File: src/rtl/spi_io_pkg.sv
// Shared types and helpers for the spi_io_target SPI device: FSM states,
// command codes, command decode helpers and the CRC-8 (poly 0x07) step.
package spi_io_pkg;

  typedef enum logic [2:0] {
    ST_IDLE     = 3'd0,
    ST_COMMAND  = 3'd1,
    ST_RECEIVE  = 3'd2,
    ST_DUMMY    = 3'd3,
    ST_TRANSMIT = 3'd4,
    ST_DONE     = 3'd5
  } spi_state;

  typedef enum logic [7:0] {
    CMD_GET_STATUS = 8'h50,
    CMD_SET        = 8'h90,
    CMD_XFER       = 8'hD0
  } command_code;

  function automatic logic cmd_defined(input logic [7:0] code);
    return (code == CMD_GET_STATUS) || (code == CMD_SET) || (code == CMD_XFER);
  endfunction

  // Named from the host's view: "read" means the device transmits (bit 6),
  // "write" means the device receives (bit 7).
  function automatic logic cmd_has_read(input logic [7:0] code);
    return cmd_defined(code) && code[6];
  endfunction

  function automatic logic cmd_has_write(input logic [7:0] code);
    return cmd_defined(code) && code[7];
  endfunction

  function automatic logic [7:0] crc8_step(input logic [7:0] crc, input logic [7:0] data);
    logic [7:0] c;
    c = crc ^ data;
    for (int b = 0; b < 8; b++) begin
      c = c[7] ? ((c << 1) ^ 8'h07) : (c << 1);
    end
    return c;
  endfunction

endpackage

File: src/rtl/spi_io_sync.sv
// Synchroniser for the host-side SPI pins plus sclk/cs edge strobes.
// Data uses the same depth as sclk so it is valid alongside the rise strobe.
module spi_io_sync
  import spi_io_pkg::*;
#(
  parameter int SYNC_STAGES = 2
) (
  input  logic       clk,
  input  logic       reset,
  input  logic       cs,
  input  logic       sclk,
  input  logic [3:0] d_in,
  output logic       cs_s,
  output logic       sclk_rise,
  output logic       sclk_fall,
  output logic       cs_rise,
  output logic       cs_fall,
  output logic [3:0] d_s
);

  // One extra stage on cs/sclk holds the previous synchronised value.
  logic [SYNC_STAGES:0]     cs_q;
  logic [SYNC_STAGES:0]     sclk_q;
  logic [4*SYNC_STAGES-1:0] d_q;

  always_ff @(posedge clk or posedge reset) begin
    if (reset) begin
      cs_q   <= '1;
      sclk_q <= '0;
      d_q    <= '0;
    end else begin
      cs_q   <= {cs_q[SYNC_STAGES-1:0], cs};
      sclk_q <= {sclk_q[SYNC_STAGES-1:0], sclk};
      d_q    <= {d_q[4*SYNC_STAGES-5:0], d_in};
    end
  end

  assign cs_s      = cs_q[SYNC_STAGES-1];
  assign sclk_rise = sclk_q[SYNC_STAGES-1] & ~sclk_q[SYNC_STAGES];
  assign sclk_fall = ~sclk_q[SYNC_STAGES-1] & sclk_q[SYNC_STAGES];
  assign cs_rise   = cs_q[SYNC_STAGES-1] & ~cs_q[SYNC_STAGES];
  assign cs_fall   = ~cs_q[SYNC_STAGES-1] & cs_q[SYNC_STAGES];
  assign d_s       = d_q[4*SYNC_STAGES-1 -: 4];

endmodule

File: src/rtl/spi_io_target.sv
// Oversampled SPI target (CPOL=0, CPHA=0) with 1/2/4 lanes, clocked by clk only.
// Define SPI_IO_CRC_EN to append a CRC-8 to TX payloads and check one on RX.
module spi_io_target
  import spi_io_pkg::*;
#(
  parameter int LANES        = 4,
  parameter int TX_BYTES     = 16,
  parameter int RX_BYTES     = 8,
  parameter int DUMMY_CYCLES = 2,
  parameter int SYNC_STAGES  = 2
) (
  input  logic                  clk,
  input  logic                  reset,
  input  logic                  cs,
  input  logic                  sclk,
  input  logic [3:0]            d_in,
  output logic [3:0]            d_out,
  output logic [3:0]            d_oe,
  input  logic [8*TX_BYTES-1:0] tx_data,
  output logic                  tx_latch,
  output logic [8*RX_BYTES-1:0] rx_data,
  output logic                  rx_valid,
  output logic [7:0]            cmd,
  output logic                  busy,
  output logic                  abort,
  output logic                  cmd_error,
  output logic                  crc_error
);

`ifdef SPI_IO_CRC_EN
  localparam int CRC_BITS = 8;
`else
  localparam int CRC_BITS = 0;
`endif
  localparam int TX_TOTAL  = 8 * TX_BYTES + CRC_BITS;
  localparam int RX_TOTAL  = 8 * RX_BYTES + CRC_BITS;
  localparam int MAX_BYTES = (TX_BYTES > RX_BYTES) ? TX_BYTES : RX_BYTES;
  localparam int CW        = $clog2(8 * MAX_BYTES + 16);

  localparam logic [CW-1:0] STEP      = CW'(LANES);
  localparam logic [CW-1:0] CMD_BITS  = CW'(8);
  localparam logic [CW-1:0] RX_LAST   = CW'(RX_TOTAL);
  localparam logic [CW-1:0] TX_LAST   = CW'(TX_TOTAL);
  localparam logic [CW-1:0] DUMMY_END = CW'(DUMMY_CYCLES);
  localparam logic [3:0]    LANE_MASK = (LANES == 1) ? 4'b0010 :
                                        (LANES == 2) ? 4'b0011 : 4'b1111;

  if (LANES != 1 && LANES != 2 && LANES != 4) begin : g_lanes_check
    $error("spi_io_target: LANES must be 1, 2 or 4");
  end

  logic       cs_s, sclk_rise, sclk_fall, cs_rise, cs_fall;
  logic [3:0] d_s;

  spi_io_sync #(.SYNC_STAGES(SYNC_STAGES)) u_sync (
    .clk       (clk),
    .reset     (reset),
    .cs        (cs),
    .sclk      (sclk),
    .d_in      (d_in),
    .cs_s      (cs_s),
    .sclk_rise (sclk_rise),
    .sclk_fall (sclk_fall),
    .cs_rise   (cs_rise),
    .cs_fall   (cs_fall),
    .d_s       (d_s)
  );

  spi_state              state_q, state_d;
  logic [CW-1:0]         cnt_q, cnt_d, cnt_inc;
  logic [7:0]            cmd_shift_q, cmd_shift_d, cmd_next;
  logic [7:0]            cmd_q, cmd_d;
  logic [RX_TOTAL-1:0]   rx_shift_q, rx_shift_d, rx_next;
  logic [TX_TOTAL-1:0]   tx_shift_q, tx_shift_d, tx_load;
  logic [8*RX_BYTES-1:0] rx_data_q, rx_data_d;
  logic [3:0]            d_out_q, d_out_d, tx_sym;
  logic                  tx_latch_q, tx_latch_d;
  logic                  rx_valid_q, rx_valid_d;
  logic                  abort_q, abort_d;
  logic                  cmd_error_q, cmd_error_d;
  logic                  crc_error_q, crc_error_d;
  logic                  rx_crc_ok;
  logic                  done_evt;

  assign cnt_inc  = cnt_q + STEP;
  assign cmd_next = {cmd_shift_q[7-LANES:0], d_s[LANES-1:0]};
  assign rx_next  = {rx_shift_q[RX_TOTAL-LANES-1:0], d_s[LANES-1:0]};

  // Single-lane output goes out on the miso_d1 pad.
  if (LANES == 1) begin : g_sym_single
    assign tx_sym = {2'b00, tx_shift_q[TX_TOTAL-1], 1'b0};
  end else begin : g_sym_multi
    assign tx_sym = 4'(tx_shift_q[TX_TOTAL-1 -: LANES]);
  end

`ifdef SPI_IO_CRC_EN
  logic [7:0] tx_crc, rx_crc;

  always_comb begin
    tx_crc = 8'h00;
    for (int i = 0; i < TX_BYTES; i++) begin
      tx_crc = crc8_step(tx_crc, tx_data[8*(TX_BYTES-i)-1 -: 8]);
    end
    tx_load = {tx_data, tx_crc};
  end

  always_comb begin
    rx_crc = 8'h00;
    for (int i = 0; i < RX_BYTES; i++) begin
      rx_crc = crc8_step(rx_crc, rx_next[RX_TOTAL-1-8*i -: 8]);
    end
    rx_crc_ok = (rx_crc == rx_next[7:0]);
  end
`else
  assign tx_load   = tx_data;
  assign rx_crc_ok = 1'b1;
`endif

  always_comb begin
    state_d     = state_q;
    cnt_d       = cnt_q;
    cmd_shift_d = cmd_shift_q;
    cmd_d       = cmd_q;
    rx_shift_d  = rx_shift_q;
    tx_shift_d  = tx_shift_q;
    rx_data_d   = rx_data_q;
    d_out_d     = d_out_q;
    tx_latch_d  = 1'b0;
    rx_valid_d  = 1'b0;
    abort_d     = 1'b0;
    cmd_error_d = 1'b0;
    crc_error_d = 1'b0;
    done_evt    = 1'b0;

    case (state_q)
      ST_IDLE: begin
        if (cs_fall) begin
          state_d = ST_COMMAND;
          cnt_d   = '0;
        end
      end
      ST_COMMAND: begin
        if (sclk_rise) begin
          cmd_shift_d = cmd_next;
          cnt_d       = cnt_inc;
          if (cnt_inc == CMD_BITS) begin
            cnt_d = '0;
            cmd_d = cmd_next;
            if (!cmd_defined(cmd_next)) begin
              cmd_error_d = 1'b1;
              done_evt    = 1'b1;
              state_d     = ST_DONE;
            end else begin
              if (cmd_has_read(cmd_next)) begin
                tx_latch_d = 1'b1;
                tx_shift_d = tx_load;
              end
              state_d = cmd_has_write(cmd_next) ? ST_RECEIVE : ST_DUMMY;
            end
          end
        end
      end
      ST_RECEIVE: begin
        if (sclk_rise) begin
          rx_shift_d = rx_next;
          cnt_d      = cnt_inc;
          if (cnt_inc == RX_LAST) begin
            cnt_d    = '0;
            done_evt = 1'b1;
            if (rx_crc_ok) begin
              rx_data_d  = rx_next[RX_TOTAL-1 -: 8*RX_BYTES];
              rx_valid_d = 1'b1;
            end else begin
              crc_error_d = 1'b1;
            end
            state_d = cmd_has_read(cmd_q) ? ST_DUMMY : ST_DONE;
          end
        end
      end
      ST_DUMMY: begin
        // Count dummy rises; the fall after the last one presents the first symbol.
        if (sclk_rise) begin
          cnt_d = cnt_q + CW'(1);
        end else if (sclk_fall && cnt_q == DUMMY_END) begin
          d_out_d    = tx_sym;
          tx_shift_d = tx_shift_q << LANES;
          cnt_d      = '0;
          state_d    = ST_TRANSMIT;
        end
      end
      ST_TRANSMIT: begin
        if (sclk_rise) begin
          cnt_d = cnt_inc;
          if (cnt_inc == TX_LAST) begin
            done_evt = 1'b1;
            state_d  = ST_DONE;
          end
        end else if (sclk_fall) begin
          d_out_d    = tx_sym;
          tx_shift_d = tx_shift_q << LANES;
        end
      end
      ST_DONE: ;
      default: state_d = ST_IDLE;
    endcase

    // A completion on the same cycle as cs rising is not treated as an abort.
    if (cs_rise && state_q != ST_IDLE) begin
      state_d = ST_IDLE;
      abort_d = (state_q != ST_DONE) && !done_evt;
    end
  end

  always_ff @(posedge clk or posedge reset) begin
    if (reset) begin
      state_q     <= ST_IDLE;
      cnt_q       <= '0;
      cmd_shift_q <= '0;
      cmd_q       <= '0;
      rx_shift_q  <= '0;
      tx_shift_q  <= '0;
      rx_data_q   <= '0;
      d_out_q     <= '0;
      tx_latch_q  <= 1'b0;
      rx_valid_q  <= 1'b0;
      abort_q     <= 1'b0;
      cmd_error_q <= 1'b0;
      crc_error_q <= 1'b0;
    end else begin
      state_q     <= state_d;
      cnt_q       <= cnt_d;
      cmd_shift_q <= cmd_shift_d;
      cmd_q       <= cmd_d;
      rx_shift_q  <= rx_shift_d;
      tx_shift_q  <= tx_shift_d;
      rx_data_q   <= rx_data_d;
      d_out_q     <= d_out_d;
      tx_latch_q  <= tx_latch_d;
      rx_valid_q  <= rx_valid_d;
      abort_q     <= abort_d;
      cmd_error_q <= cmd_error_d;
      crc_error_q <= crc_error_d;
    end
  end

  assign d_out     = d_out_q;
  assign d_oe      = (state_q == ST_TRANSMIT) ? LANE_MASK : 4'b0000;
  assign tx_latch  = tx_latch_q;
  assign rx_data   = rx_data_q;
  assign rx_valid  = rx_valid_q;
  assign cmd       = cmd_q;
  assign busy      = ~cs_s;
  assign abort     = abort_q;
  assign cmd_error = cmd_error_q;
  assign crc_error = crc_error_q;

endmodule

File: config.mk
export PLATFORM = sky130hd
export DESIGN_NAME = spi_io_target
export DESIGN_NICKNAME = d
export VERILOG_FILES = /design/src/rtl/spi_io_pkg.sv /design/src/rtl/spi_io_sync.sv /design/src/rtl/spi_io_target.sv
export SDC_FILE = /design/constraint.sdc
export NUM_CORES = 1
export LEC_CHECK = 0
export BUFFER_PORTS_ARGS = -buffer_cell sky130_fd_sc_hd__buf_2
export CAP_MARGIN = 0
export CORE_MARGIN = 2
export CORE_UTILIZATION = 50
export DETAILED_ROUTE_END_ITERATION = 10
export PLACE_DENSITY = 0.72
export SETUP_SLACK_MARGIN = 0.4
export SYNTH_ARGS = -nofsm -noshare
export SYNTH_HDL_FRONTEND = slang
export SYNTH_SLANG_ARGS = --single-unit
File: constraint.sdc
create_clock -name clk -period 13.9 [get_ports clk]
set_input_delay 2.78 -clock clk [delete_from_list [all_inputs] [get_ports clk]]
set_output_delay 2.78 -clock clk [all_outputs]
set_load 0.05 [all_outputs]
==> run_results.csv <==
group,metric,value,unit
route,routedWlPerCell,16.3,µm
clock_tree,cts_setup_buffers,0,
worst_setup_path,critical_path_peak_fanout,20,
sta,finalWorstPathRequiredPeriod,5180,ps
sta,timing.max_slew.rel_slack,0.255,
worst_setup_path,setup.worst_path.end_class,"output port",
power,power.density,178,mW/mm²
yosys,synthesis.area_per_instance,12.0,µm²
layout,fillers,2126,
worst_setup_path,r2r-start,"state_q[1]$_DFFE_PP0P_",
worst_setup_path,critPathTopFamily,"flip-flops",
yosys,synth-edff-count,0,
yosys,synth_commonest_cells,"dfrtp_1, nand2_1, mux2_2, mux2i_1, o21ai_0",
worst_setup_path,cp-endpoint,"d_oe[2]",
worst_setup_path,cp_cell_sequence,"nor2_1 -> nand2_1 -> clkinv_1 -> buf_2",
sta,finClkSkew,14.6,ps
worst_hold_path,holdCritPathClass,"flip-flop to flip-flop",
global_routing,first_global_vias,8430,
route,drt_first_pass_iters,4,
global_routing,grt_use_total,0.197,
route,drt_first_iter_violations,589,
floorplan,initial_core_util,0.509,
route,post-route-drc-count,0,
route,via_count,8447,
sta,max_freq,193,MHz
power,p_switching,852,µW
sta,hold_violations,0,
sta,period_share,0.373,
placed_design,place.detailed.hpwl,17300,µm
power,share_seq_of_total_power,0.454,
yosys,ys_types,57,
worst_setup_path,crit_path_start,"state_q[1]$_DFFE_PP0P_",
worst_setup_path,crit_buf_inv,2,
power,share_comb_of_total_power,0.243,
clock_tree,hold_buffers,0,
floorplan,number_of_standard_cell_rows_in_the_floorplan,58,
yosys,synth_warnings,0,
yosys,synthDominantCellAreaShare,0.576,
clock_tree,cts.clk_slew.worst_paths,60,ps
sta,finalMaxSlewViolations,0,
global_routing,antenna_found_initial,12,
worst_setup_path,timing.critical_path.slowest_stage_cell,"dfrtp_1",
worst_setup_path,r2r_setup_slack,9710,ps
yosys,synth_nets,1212,
job,cap_viol_max_count,0,
power,portion_of_total_power_attributed_to_the_clock_network,0.304,
worst_setup_path,worstPathRequired,11120,ps
global_routing,grt_overflow_total,0,
route,antenna_left,0,
placed_design,port-buffer-count,220,
worst_setup_path,worstSetupPathDepth,4,
worst_hold_path,hold_depth,0,
power,p_leak,0.00829,µW
placed_design,placedInstanceArea,0.0140,mm²
yosys,synth_seq_cells,297,
placed_design,place.gp.congestion,0.831,
layout,area.growth.synth_to_final,17.7,%
clock_tree,cts_made_buffers,30,
floorplan,core,0.0251,mm²
worst_setup_path,timing.reg2reg.worst_path_depth,8,
worst_setup_path,critical_path_class,"flip-flop to output port",
yosys,synth_cells,1069,
yosys,synth_area_leader_cell,"dfrtp_1",
floorplan,die_height,164,µm
layout,layout.nets,1402,
power,peakVddDrop,0.131,mV
clock_tree,cts.sink_count,297,
yosys,seq_area_frac_synth,0.582,
yosys,biggest_area_contributors_in_the_synthesized_netlist,"dfrtp_1, mux2_2, mux2i_1, nand2_1, o21ai_0",
clock_tree,htree_levels,1,
sta,finalHoldWorstSlack,350,ps
floorplan,die_w,164,µm
global_routing,grt_start_max_net_pins,156,
power,internal_power_summed_over_all_cells,1830,µW
sta,rsz0062_at_grt,"false",
run_status,status,"completed",
sta,tns,0,ps
sta,report.final.setup_viol,0,
layout,post-route-cell-area,0.0150,mm²
global_routing,grt_pass1_wl,43000,µm
floorplan,fp.dieArea,0.0269,mm²
worst_setup_path,start_kind,"flip-flop",
clock_tree,clockRootBuffer,"clkbuf_16",
worst_setup_path,crit-reg2reg-capture,"tx_shift_q[45]$_DFFE_PP0P_",
yosys,synth_area,0.0128,mm²
floorplan,pin_count,222,
clock_tree,cts_max_path_buffers,3,
clock_tree,cts.repair.resized,0,
clock_tree,worst_skew_pair.late_latency,550,ps
clock_tree,tritoncts_clock_tree,"done",
yosys,synthArstFlopShare,1.00,
yosys,yosysMostFrequentCell,"dfrtp_1",
worst_setup_path,critical_path.max_stage_delay,750,ps
route,detail_route.vias_per_cell,5.21,
route,drt-total-wl,26400,µm
power,power_switching_share,0.318,
layout,post_route_cells_drive_above_1_share,0.332,
yosys,most_used_flip_flop_cell_after_synthesis,"dfrtp_1",
worst_setup_path,data_arrival_time_at_the_worst_slack_endpoint,2400,ps
sta,tightestPinTransition,1120,ps
-- kinds of logic after synthesis --
family,Yosys count,share of synthesized area
other,1,0.000293
multiplexers,261,0.218
AND/OR/NAND/NOR,238,0.0804
buffers and inverters,79,0.0316
AO/OA/AOI/OAI,182,0.0785
flip-flops,297,0.582
XOR/XNOR,3,0.00206
adder cells (fa/ha/maj),8,0.00764
-- worst min-delay path by stage --
| stage | startpoint | end |
|---|---|---|
| 2_1_floorplan | u_sync.d_q[0]$_DFF_PP0_ | u_sync.d_q[4]$_DFF_PP0_ |
| 3_3_place_gp | u_sync.sclk_q[0]$_DFF_PP0_ | u_sync.sclk_q[1]$_DFF_PP0_ |
| 3_5_place_dp | u_sync.d_q[0]$_DFF_PP0_ | u_sync.d_q[4]$_DFF_PP0_ |
| 4_1_cts | u_sync.d_q[0]$_DFF_PP0_ | u_sync.d_q[4]$_DFF_PP0_ |
| 5_1_grt | u_sync.d_q[0]$_DFF_PP0_ | u_sync.d_q[4]$_DFF_PP0_ |
| 6_report | u_sync.d_q[1]$_DFF_PP0_ | u_sync.d_q[5]$_DFF_PP0_ |
-- cells in the final DEF (no fill, tap or decap), types with 8 or more instances in the layout --
cell type	instances
mux2_2	136
nor2_1	22
clkbuf_16	30
dfrtp_1	294
mux2i_1	125
o21ai_1	40
nand2_1	168
buf_2	220
o21ai_0	96
a21oi_1	17
inv_1	8
nor3_1	10
diode_2	8
-- metal layers --
metal	up-vias	track usage	wire length [µm]
met3	48	0.0689	2160
met1	4090	0.267	11600
met2	188	0.309	12200
met5	-	0	63
met4	12	0.0427	423
li1	4109	-	-
-- through the flow --
stage                     setup slack (ps)  instances   util  power [µW]
after floorplan                       2920       1069      -        1730
after global placement                9090       1557  0.558        1860
after detailed placement              9080       1557  0.558        1890
after CTS                             8690       1612  0.598        2720
after global routing                  8500       1617  0.599        2850
final                                 8720       1620  0.599        2680
-- power by group through the flow --
stage                     sequential (µW)  clock [µW]  combinational, µW
after floorplan                      1230           0                505
after global placement               1220           0                639
after detailed placement             1230           0                658
after CTS                            1220         840                659
after global routing                 1250         874                733
final                                1220         815                651
-- worst reg2reg max path: cells and delay by family (launching register included) --
| family | cells | cell delay, ps |
|---|---|---|
| AND/OR/NAND/NOR | 2 | 390 |
| buffers and inverters | 3 | 2220 |
| multiplexers | 1 | 330 |
| flip-flops | 1 | 750 |
| AO/OA/AOI/OAI | 2 | 330 |
-- flip-flops by register name, summed over array words and instances (netlist names) --
| signal | cells |
|---|---|
| abort | 1 |
| cmd | 8 |
| cmd_error | 1 |
| cmd_shift_q | 4 |
| cnt_q | 8 |
| d_out | 4 |
| rx_data | 64 |
| rx_shift_q | 60 |
| rx_valid | 1 |
| state_q | 3 |
| tx_latch | 1 |
| tx_shift_q | 128 |
| u_sync.cs_q | 3 |
| u_sync.d_q | 8 |
| u_sync.sclk_q | 3 |
-- final cells by class --
type	count	area, µm²	area share
Antenna cell	8	20.0	0.00133
Clock buffer	40	838	0.0557
Clock inverter	15	173	0.0115
Inverter	10	45.0	0.00299
Multi-Input combinational cell	693	4960	0.330
Sequential cell	297	7440	0.494
Tap cell	330	413	0.0274
Timing Repair Buffer	227	1150	0.0767
Power figures use the tool's default switching activity.
